--- config.mk ---
export PLATFORM = sky130hd
export DESIGN_NAME = la_capture_buf
export DESIGN_NICKNAME = d
export VERILOG_FILES = /design/src/rtl/la_capture_buf.sv
export SDC_FILE = /design/constraint.sdc
export NUM_CORES = 1
export LEC_CHECK = 0
export ABC_AREA = 1
export CAP_MARGIN = 25
export CORE_MARGIN = 2
export CORE_UTILIZATION = 45
export DETAILED_ROUTE_END_ITERATION = 12
export GPL_ROUTABILITY_DRIVEN = 0
export GPL_TIMING_DRIVEN = 0
export MAX_ROUTING_LAYER = met4
export PLACE_DENSITY = 0.62
export RECOVER_POWER = 50
export SYNTH_ARGS = -nofsm -noshare
export SYNTH_HDL_FRONTEND = slang
export SYNTH_SLANG_ARGS = --single-unit
--- constraint.sdc ---
create_clock -name clk -period 3.3 [get_ports clk]
set_clock_uncertainty 0.15 [all_clocks]
set_input_delay 0.33 -clock clk [delete_from_list [all_inputs] [get_ports clk]]
set_output_delay 0.33 -clock clk [all_outputs]
set_load 0.005 [all_outputs]
--- src/rtl/la_capture_buf.sv ---
// la_capture_buf
// ---------------------------------------------------------------------------
// Logic-analyser capture buffer: a 64 x 8 circular sample memory with
// pre-trigger / post-trigger windowing. After an arm pulse the buffer first
// collects pre_depth samples, then keeps writing and wrapping until a trigger
// lands on a sample strobe. It then fills the rest of the 64-entry buffer and
// freezes. The display side reads the frozen buffer in chronological order:
// rd_addr = 0 is the oldest stored sample.
//
// Ports
//   clk        system clock, rising edge
//   rst        synchronous active-high reset
//   sample_en  sample strobe (one sample per high cycle)
//   din[7:0]   probe channels
//   arm        single-cycle start/restart pulse (has priority over trig)
//   trig       qualified trigger
//   pre_depth  pre-trigger sample count, latched at arm
//   rd_addr    display read index (0 = oldest)
//   rd_data    registered read data (1-cycle latency)
//   busy       capture in progress
//   triggered  trigger accepted in the current capture
//   done       buffer frozen and valid for display
//   trig_pos   physical address of the trigger sample
// ---------------------------------------------------------------------------
module la_capture_buf (
    input  logic       clk,
    input  logic       rst,
    input  logic       sample_en,
    input  logic [7:0] din,
    input  logic       arm,
    input  logic       trig,
    input  logic [5:0] pre_depth,
    input  logic [5:0] rd_addr,
    output logic [7:0] rd_data,
    output logic       busy,
    output logic       triggered,
    output logic       done,
    output logic [5:0] trig_pos
);

    typedef enum logic [2:0] {
        S_IDLE,
        S_PRE_FILL,
        S_WAIT_TRIG,
        S_POST,
        S_DONE
    } state_t;

    state_t     state_reg, state_next;
    logic [5:0] wr_ptr_reg, wr_ptr_next;
    logic [5:0] fill_cnt_reg, fill_cnt_next;
    logic [5:0] post_cnt_reg, post_cnt_next;
    logic [5:0] pre_lat_reg, pre_lat_next;
    logic [5:0] trig_pos_reg, trig_pos_next;
    logic       triggered_reg, triggered_next;
    logic       wr_en;

    logic [7:0] mem [0:63];
    logic [7:0] rd_data_reg;
    logic [5:0] start_addr;
    logic [5:0] rd_idx;

    // ------------------------------------------------------------------
    // Next-state / datapath control
    // ------------------------------------------------------------------
    always_comb begin
        state_next     = state_reg;
        wr_ptr_next    = wr_ptr_reg;
        fill_cnt_next  = fill_cnt_reg;
        post_cnt_next  = post_cnt_reg;
        pre_lat_next   = pre_lat_reg;
        trig_pos_next  = trig_pos_reg;
        triggered_next = triggered_reg;
        wr_en          = 1'b0;

        if (arm) begin
            // Restart from any state; the arm cycle itself stores nothing.
            pre_lat_next   = pre_depth;
            wr_ptr_next    = 6'd0;
            fill_cnt_next  = 6'd0;
            triggered_next = 1'b0;
            state_next     = (pre_depth == 6'd0) ? S_WAIT_TRIG : S_PRE_FILL;
        end else begin
            case (state_reg)
                S_PRE_FILL: begin
                    if (sample_en) begin
                        wr_en         = 1'b1;
                        wr_ptr_next   = wr_ptr_reg + 6'd1;
                        fill_cnt_next = fill_cnt_reg + 6'd1;
                        // Leave as the pre_lat-th sample is being written.
                        if (fill_cnt_reg + 6'd1 == pre_lat_reg)
                            state_next = S_WAIT_TRIG;
                    end
                end
                S_WAIT_TRIG: begin
                    if (sample_en) begin
                        wr_en       = 1'b1;
                        wr_ptr_next = wr_ptr_reg + 6'd1;
                        if (trig) begin
                            trig_pos_next  = wr_ptr_reg;
                            triggered_next = 1'b1;
                            post_cnt_next  = 6'd63 - pre_lat_reg;
                            // A full pre-trigger window leaves no room after.
                            state_next = (pre_lat_reg == 6'd63) ? S_DONE : S_POST;
                        end
                    end
                end
                S_POST: begin
                    if (sample_en) begin
                        wr_en         = 1'b1;
                        wr_ptr_next   = wr_ptr_reg + 6'd1;
                        post_cnt_next = post_cnt_reg - 6'd1;
                        if (post_cnt_reg == 6'd1)
                            state_next = S_DONE;
                    end
                end
                default: ;
            endcase
        end
    end

    always_ff @(posedge clk) begin
        if (rst) begin
            state_reg     <= S_IDLE;
            wr_ptr_reg    <= 6'd0;
            fill_cnt_reg  <= 6'd0;
            post_cnt_reg  <= 6'd0;
            pre_lat_reg   <= 6'd0;
            trig_pos_reg  <= 6'd0;
            triggered_reg <= 1'b0;
        end else begin
            state_reg     <= state_next;
            wr_ptr_reg    <= wr_ptr_next;
            fill_cnt_reg  <= fill_cnt_next;
            post_cnt_reg  <= post_cnt_next;
            pre_lat_reg   <= pre_lat_next;
            trig_pos_reg  <= trig_pos_next;
            triggered_reg <= triggered_next;
        end
    end

    // ------------------------------------------------------------------
    // Sample memory: contents are never reset; writes are blocked during rst.
    // ------------------------------------------------------------------
    always_ff @(posedge clk) begin
        if (wr_en && !rst)
            mem[wr_ptr_reg] <= din;
    end

    // Oldest stored sample sits pre_lat entries before the trigger sample.
    assign start_addr = trig_pos_reg - pre_lat_reg;
    assign rd_idx     = start_addr + rd_addr;

    always_ff @(posedge clk) begin
        if (rst)
            rd_data_reg <= 8'd0;
        else
            rd_data_reg <= mem[rd_idx];
    end

    assign rd_data   = rd_data_reg;
    assign busy      = (state_reg == S_PRE_FILL) || (state_reg == S_WAIT_TRIG) ||
                       (state_reg == S_POST);
    assign done      = (state_reg == S_DONE);
    assign triggered = triggered_reg;
    assign trig_pos  = trig_pos_reg;

endmodule

**Yosys cells after proc, flatten, opt, wreduce, memory -nomap -nowiden**

Memory sizes are Yosys's and may differ from the RTL's. A register that Yosys moved wholly into a read port is not among the register bits.
Index checks and enable logic that the tools add are counted.

- Equal/unequal tests: 16
- Multiplexer cells: 19
- Bitwise gates (word level): 1
- Reductions and logical operators: 15
- Add/sub/neg operators: 6

Operators by type and width:

| operator | number |
|---|---|
| $mux W3 | 8 |
| $mux W6 | 3 |
| $ne A3 B3 Y1 const B | 6 |
| $add A6 B1 Y6 const B | 2 |
| $pmux W6 S2 | 1 |
| $pmux W3 S3 | 1 |
| $reduce_and A7 Y1 | 1 |
| $add A6 B6 Y6 | 1 |
| $eq A3 B2 Y1 const B | 2 |
| $eq A6 B1 Y1 const B | 1 |
| $eq A6 B6 Y1 | 1 |
| $eq A6 B6 Y1 const B | 1 |
| $logic_not A6 Y1 | 1 |
| $ne A2 B2 Y1 const B | 3 |
| $sub A6 B1 Y6 const B | 1 |
| $sub A6 B6 Y6 | 1 |
| $sub A6 B6 Y6 const A | 1 |
| $mux W1 | 5 |
| $reduce_and A5 Y1 | 1 |
| $reduce_and A2 Y1 | 2 |
| $reduce_and A4 Y1 | 1 |
| $reduce_bool A4 Y1 | 1 |
| $eq A3 B1 Y1 const B | 1 |
| $eq A3 B3 Y1 const B | 1 |
| other kinds (9) | 10 |

- Memories kept: 1
- Logic and storage cells: 65
- Output and inout bits: 17
- Bits in registers: 34
- Memory bits (writable): 512

Memory list:

| name | depth | width | rd ports | clocked after memory_dff | wr ports | RTL line | source |
|---|---|---|---|---|---|---|---|
| mem | 64 | 8 | 1 | 1 | 1 | 58 | `logic [7:0] mem [0:63];` |

**Longest topological paths before layout**

Gate-level depths: netlist (run 1).

- Word-level depth: 7
- Depth in mapped cells: 17

**Worst setup path after synthesis (run 1)**

OpenSTA, ideal clock, no wires.

- Path type: flip-flop to flip-flop
- From: register trig_pos_reg[0], in the netlist trig_pos[0]
- To: register rd_data_reg[2], in the netlist rd_data[2] (read register of mem)
- Cell stages (with the launch flop): 18
- Data required time: 3.037 ns
- Slack: 0.541 ns
- Path buffers: 2
- Library setup time: 0.113 ns
- Arrival time: 2.496 ns
- Clock period less this slack: 2.759 ns
- Path through: dfxtp_1 -> inv_1 -> ha_1 -> inv_1 -> ha_1 -> inv_1 -> fa_1 -> buf_2 -> buf_1 -> nor2_1 -> o21ai_0 -> o21ai_0 -> nand2_1 -> nand3_1 -> nand3_1 -> nand2_1 -> nor2_1 -> nor2_1

- Cells in the longest elaborated chain, start to end: 2

RTL lines:

| element | RTL line | source |
|---|---|---|
| start, declared | 54 | `logic [5:0] trig_pos_reg, trig_pos_next;` |
| start signal, assigned | 137 | `trig_pos_reg <= trig_pos_next;` |
| $sub A6 B6 Y6 | 151 | `assign start_addr = trig_pos_reg - pre_lat_reg;` |
| $add A6 B6 Y6 | 152 | `assign rd_idx = start_addr + rd_addr;` |
| end, declared | 59 | `logic [7:0] rd_data_reg;` |

Every way passes these cells.
A chain may end at the register's enable or synchronous reset.

**Worst setup path in the final report (run 1)**

- From: register state_reg[1]
- To: memory mem[49][0], enable pin

- Cells in the longest elaborated chain, start to end: 7

RTL lines:

| element | RTL line | source |
|---|---|---|
| start, declared | 49 | `state_t state_reg, state_next;` |
| start signal, assigned | 132 | `state_reg <= state_next;` |
| $eq A3 B1 Y1 / $eq A3 B2 Y1 (equally long branches) | 84 | `case (state_reg)` |
| $reduce_or A3 Y1 (no line) (*) | -- |  |
| $mux W1 (*) | -- |  |
| $mux W1 (*) | 76 | `if (arm) begin` |
| $logic_and A1 B1 Y1 (*) | 146 | `if (wr_en && !rst)` |
| $mux W1 (*) | 146 |  |
| $mux W1 (not written as such) (*) | 147 | `mem[wr_ptr_reg] <= din;` |
| end, declared | 58 |  |

Mark *: on every way between the ends. The rest lies on a longest branch, timed or not.

==> results.json, run 1 <==
{
  "setup_ws_ns": -0.0800,
  "core-area_sq_um": 50400,
  "syn-num-nets": 2098,
  "num_vias": 16364,
  "numPortBuffers": 40,
  "violations": "capacitance limit, slew limit, setup timing",
  "swShare_pct": 30.7,
  "fin_crit_sh_pct": 102,
  "synth_top_cell_by_area": "edfxtp_1",
  "totalWireLength_microns": 65800,
  "p_comb_share_pct": 23.4,
  "hold_viol_final": 0,
  "cts_tree": "done",
  "cts.sinks": 554,
  "seq_power_share_pct": 42.5,
  "p_leak_nw": 9.05,
  "numCtsBuffers": 57,
  "final_core_util_pct": 53.1,
  "antenna_found_initial": 2,
  "setup_viol": 33,
  "synthMostInstantiatedCell": "edfxtp_1",
  "syn-mean-instance-area_sq_um": 11.2,
  "wl_per_cell_microns": 22.7,
  "synth_top_area_share_pct": 66.8,
  "die_w_microns": 230,
  "crit_path_max_fanout": 8,
  "hold_class": "in -> reg",
  "io_pins": 42,
  "slew_headroom_pct": -36.8,
  "drive_gt1_share_pct": 13.1,
  "maxSlewViolCount": 469,
  "die_h_microns": 230,
  "worst-slew-pin-transition_ns": 2.05,
  "start_util_pct": 45.7,
  "synth_area_leaders": "edfxtp_1, nor2_1, o21ai_0, dfxtp_1, nand2_1",
  "yosys-top-cells-count": "edfxtp_1, nor2_1, o21ai_0",
  "drc_errors": 0,
  "period_needed_ns": 3.38,
  "ys_seq_area_share_pct": 70.4,
  "p_int_mw": 12.7,
  "fill_cells": 4328,
  "clkLatencyLatePin_ns": 0.63,
  "post-dp-hpwl_microns": 44800,
  "ant_nets": 0,
  "power.density_nw_per_um2": 682,
  "area_growth_pct": 16.3,
  "synth.cell_area_sq_um": 23000,
  "synth_ff_type": "edfxtp_1",
  "layout.nets": 2215,
  "rsz0062_at_grt": "yes",
  "ir_drop_v": 0.000546,
  "power.switching_mw": 5.62,
  "async_flop_share_pct": 0,
  "drt_iter0_drc": 1858,
  "required_ns": 3.38,
  "cts.clk_slew.worst_paths_ns": 0.06,
  "end_kind": "register",
  "grt_util_all_layers_pct": 25.2,
  "grt_pass1_wl_microns": 95700,
  "routed_via_density": 5.65,
  "ctsRootBufferMaster": "clkbuf_16",
  "h-tree-depth": 2,
  "clock.fmax_ghz": 0.296,
  "clockBufferDepth": 3,
  "arrival_ns": 3.46,
  "path_class": "reg -> reg",
  "maxCapViolations": 14,
  "clkPwrFrac_pct": 34.1,
  "largest_register_ffs": 512,
  "synth_edf_count": 512,
  "dieArea_sq_um": 53000,
  "setup_tns_ns": -1.52,
  "netlist_instances": 2058,
  "synth_seq_cells": 554,
  "first_global_vias": 15602,
  "status": "finished, violations left",
  "synth.distinct_cells": 37,
  "grt_start_max_net_pins": 53,
  "fp-row-count": 82,
  "first_pass_iters": 6,
  "yosysWarnings": 0,
  "grt_overflow": 0,
  "critPathLaunchType": "register"
}
## layer usage
metal,wire length (microns),vias up,global-route usage [%]
li1,-,7472,-
met1,26600,7899,32.9
met2,29500,842,37.4
met3,7070,151,6.94
met4,2610,0,9.90
met5,0,-,-
## area by class of cell
cell class	count	area, sq um	area share (%)
Antenna cell	1	2.50	0.00935
Buffer	114	764	2.86
Clock buffer	74	1520	5.68
Clock inverter	32	269	1.00
Inverter	68	255	0.953
Multi-Input combinational cell	1322	6380	23.8
Sequential cell	554	16200	60.6
Tap cell	672	841	3.14
Timing Repair Buffer	58	518	1.94
## critical path, stage by stage, from the launching register on
cell	delay, ns
dfxtp_1	0.35
inv_1	0.09
o21ai_1	0.20
nand2_1	0.21
nor2_1	0.13
inv_1	0.07
nor2_2	0.16
nand3_1	0.70
nor2_1	0.95
## final timing paths
kind	from	endpoint	slack, ns	depth (start not counted)
worst min register to register	triggered$_SDFFE_PP0P_	triggered$_SDFFE_PP0P_	0.33	2
worst max-delay path	state_reg[1]$_SDFFE_PP0P_	mem[49][0]$_DFFE_PP_	-0.08	8
worst max register to register	state_reg[1]$_SDFFE_PP0P_	mem[49][0]$_DFFE_PP_	-0.08	8
worst min-delay path	rst	post_cnt_reg[0]$_SDFFE_PP0P_	0.12	4
## what timing repair did
| action | 4_1_cts | 5_1_grt |
|---|---|---|
| cloned | 0 | 2 |
| pin swaps | 6 | 32 |
| endpoints found under the setup margin | 32 | 244 |
| hold endpoints to repair | 14 | 0 |
| gates resized for setup | 93 | 163 |
| buffers inserted | 0 | 3 |
| hold buffers | 4 | 0 |
## power by group through the flow
| stage | Combinational, mW | Sequential, mW | Clock [mW] |
|---|---|---|---|
| 4_1_cts | 3.78 | 7.76 | 6.27 |
| 5_1_grt | 4.56 | 7.77 | 6.53 |
| 3_5_place_dp | 3.59 | 7.90 | 0 |
| 3_3_place_gp | 3.54 | 7.92 | 0 |
| 2_1_floorplan | 2.10 | 7.91 | 0 |
| 6_report | 4.27 | 7.76 | 6.23 |
## layout by cell type (no fill, tap or decap), types with 12 or more instances in the layout
cell / count
nor2_1: 447
dfxtp_1: 40
o21ai_0: 246
nand3_1: 112
buf_6: 18
clkbuf_1: 50
edfxtp_1: 512
nand2_2: 17
nand3_2: 18
clkinv_1: 12
o21ai_2: 20
inv_1: 63
o21ai_1: 146
a21oi_1: 29
nand2_1: 193
buf_4: 16
nor2_2: 36
clkdlybuf4s50_1: 32
clkbuf_16: 59
buf_2: 32
clkbuf_2: 14
## per-stage QoR
| step | power, mW | area [sq um] | instances | setup WS, ns | hold slack, ns |
|---|---|---|---|---|---|
| floorplan | 10.0 | 23000 | 2058 | 0.541 | 0.279 |
| global placement | 11.5 | 24300 | 2770 | -0.918 | 0.311 |
| detailed placement | 11.5 | 24400 | 2779 | -0.995 | 0.316 |
| CTS | 17.8 | 26400 | 2889 | -0.0515 | 0.0814 |
| global route | 18.9 | 26800 | 2895 | -0.208 | 0.133 |
| finish | 18.3 | 26800 | 2895 | -0.0800 | 0.125 |
## kinds of logic after synthesis
kind of cell,Yosys count,share of synthesized area [%]
AOI/OAI and AO/OA,455,10.0
xor gates and xnor gates,7,0.332
adders and majority gates,15,0.978
buffers and inverters,182,3.56
DFF,554,70.4
and+or+nand+nor,845,14.7
Note: power is estimated with default switching activity, not from simulation.
==> run 2: changes to the inputs <==
--- a/config.mk
+++ b/config.mk
@@ -15,6 +15,7 @@
 export MAX_ROUTING_LAYER = met4
 export PLACE_DENSITY = 0.62
 export RECOVER_POWER = 50
+export SLEW_MARGIN = 40
 export SYNTH_ARGS = -nofsm -noshare
 export SYNTH_HDL_FRONTEND = slang
 export SYNTH_SLANG_ARGS = --single-unit
==> run 2 against run 1 <==
The run still ends with capacitance limit, slew limit, setup timing left. Critical path depth rose by 1. Clock-buffer cell count fell by 1. Sequential share of layout area rose by 0.35 points. Via count fell by 0.13%. Clock power fell by 3.2%. Final area fell by 0.58%. Highest routed layer unchanged.
==> results.json, run 2 (same netlist as run 1, synthesis figures left out) <==
{
  "clockBufferDepth": 3,
  "setup_ws_ns": -0.0140,
  "p_int_mw": 12.5,
  "maxSlewViolCount": 469,
  "slew_headroom_pct": -37.7,
  "dieArea_sq_um": 53000,
  "status": "finished, violations left",
  "die_h_microns": 230,
  "crit_chain": "inv_1 > nand2_1 > o21ai_1 > nand2_1 > nor2_1 > inv_1 > nor2_2 > nand3_1 > nor2_1",
  "numPortBuffers": 40,
  "maxCapViolations": 14,
  "grt_util_all_layers_pct": 25.3,
  "fp-row-count": 82,
  "num_vias": 16342,
  "required_ns": 3.39,
  "cts.sinks": 554,
  "first_pass_iters": 6,
  "fin_crit_sh_pct": 100,
  "final_cell_mix": "edfxtp_1, nor2_1, o21ai_0, nand2_1, o21ai_1",
  "cpPeakStageDelay_ns": 0.91,
  "die_w_microns": 230,
  "clkLatencyLatePin_ns": 0.62,
  "ctsRootBufferMaster": "clkbuf_16",
  "power.switching_mw": 5.49,
  "clock.fmax_ghz": 0.302,
  "area_growth_pct": 15.6,
  "power.density_nw_per_um2": 676,
  "final_common_cell": "edfxtp_1",
  "grt_start_max_net_pins": 53,
  "totalWireLength_microns": 65900,
  "routed_via_density": 5.66,
  "hold_class": "in -> reg",
  "worst-slew-pin-transition_ns": 2.07,
  "violations": "capacitance limit, slew limit, setup timing",
  "path_class": "reg -> reg",
  "ant_nets": 0,
  "crit_path_max_fanout": 8,
  "layout.nets": 2213,
  "numCtsBuffers": 56,
  "clkPwrFrac_pct": 33.5,
  "h-tree-depth": 2,
  "arrival_ns": 3.40,
  "cts.clk_slew.worst_paths_ns": 0.06,
  "ir_drop_v": 0.000419,
  "setup_viol": 20,
  "start_util_pct": 45.7,
  "pre_cts_ws_ns": -1.03,
  "p_comb_share_pct": 23.3,
  "first_global_vias": 15510,
  "period_needed_ns": 3.31,
  "seq_power_share_pct": 43.2,
  "post-dp-hpwl_microns": 44800,
  "p_leak_nw": 8.98,
  "core-area_sq_um": 50400,
  "swShare_pct": 30.6,
  "drc_errors": 0,
  "end_kind": "register",
  "grt_pass1_wl_microns": 96600,
  "fill_cells": 4314,
  "io_pins": 42,
  "placed_area_sq_um": 24400,
  "cts_tree": "done",
  "drive_gt1_share_pct": 12.0,
  "crit_slowest_cell": "nor2_1",
  "rsz0062_at_grt": "yes",
  "grt_overflow": 0,
  "antenna_found_initial": 3,
  "drt_iter0_drc": 2134,
  "fin_hold_ws_ns": 0.0323,
  "wl_per_cell_microns": 22.8,
  "largest_register_ffs": 512,
  "critPathLaunchType": "register",
  "hold_viol_final": 0,
  "fin_area_sq_um": 26600
}
[run 2: what timing repair did]
item                                   4_1_cts  5_1_grt
pin swaps                                    5       30
resized for setup                           92      134
cloned                                       0        3
setup endpoints to repair                   16      168
hold buffers                                 3        0
buffers inserted                             0        2
endpoints found under the hold margin       16        0
[run 2: power by group through the flow]
stage / clock network, mW / logic, mW / registers (mW)
after floorplan: 0 / 2.10 / 7.91
after global placement: 0 / 3.54 / 7.92
after detailed placement: 0 / 3.60 / 7.90
after CTS: 6.08 / 3.78 / 7.75
after global routing: 6.34 / 4.47 / 7.77
final: 6.03 / 4.19 / 7.76
[run 2: final timing paths]
kind	start	to	slack (ns)	cells past startpoint
worst max register to register	state_reg[2]$_SDFFE_PP0P_	mem[1][5]$_DFFE_PP_	-0.01	9
worst min register to register	triggered$_SDFFE_PP0P_	triggered$_SDFFE_PP0P_	0.33	2
worst max-delay path	state_reg[2]$_SDFFE_PP0P_	mem[1][5]$_DFFE_PP_	-0.01	9
worst min-delay path	rst	post_cnt_reg[0]$_SDFFE_PP0P_	0.03	4
[run 2: final cells by class]
| cell class | count | area, sq um | area share (%) |
|---|---|---|---|
| diodes | 1 | 2.50 | 0.00940 |
| plain buffers | 114 | 771 | 2.90 |
| clock buffers | 73 | 1500 | 5.62 |
| clock inverters | 28 | 206 | 0.776 |
| inverters | 68 | 255 | 0.959 |
| multi-input cells | 1322 | 6300 | 23.7 |
| flip-flops and latches | 554 | 16200 | 60.9 |
| well taps | 672 | 841 | 3.16 |
| repair buffers | 57 | 519 | 1.95 |
[run 2: worst max-delay path: cells and delay by family (launching register included)]
family / cells / cell delay (ns)
compound gates: 1 / 0.14
simple gates: 6 / 2.17
flops: 1 / 0.34
buf+inv: 2 / 0.15
[run 2: metrics by stage]
step / std cells / power (mW) / setup TNS (ns) / util, %
floorplan: 2058 / 10.0 / 0 / -
global placement: 2770 / 11.5 / -167.77 / 48.2
detailed placement: 2779 / 11.5 / -107.65 / 48.5
CTS: 2883 / 17.6 / -0.0209 / 52.3
global route: 2889 / 18.6 / -5.52 / 52.8
finish: 2889 / 18.0 / -0.157 / 52.8
[run 2: routing by layer]
metal / vias to the layer above / wire [microns] / track usage, %
li1: 7464 / - / -
met1: 7905 / 27000 / 34.0
met2: 826 / 29900 / 38.4
met3: 147 / 6640 / 5.32
met4: 0 / 2340 / 8.71
met5: - / 0 / -
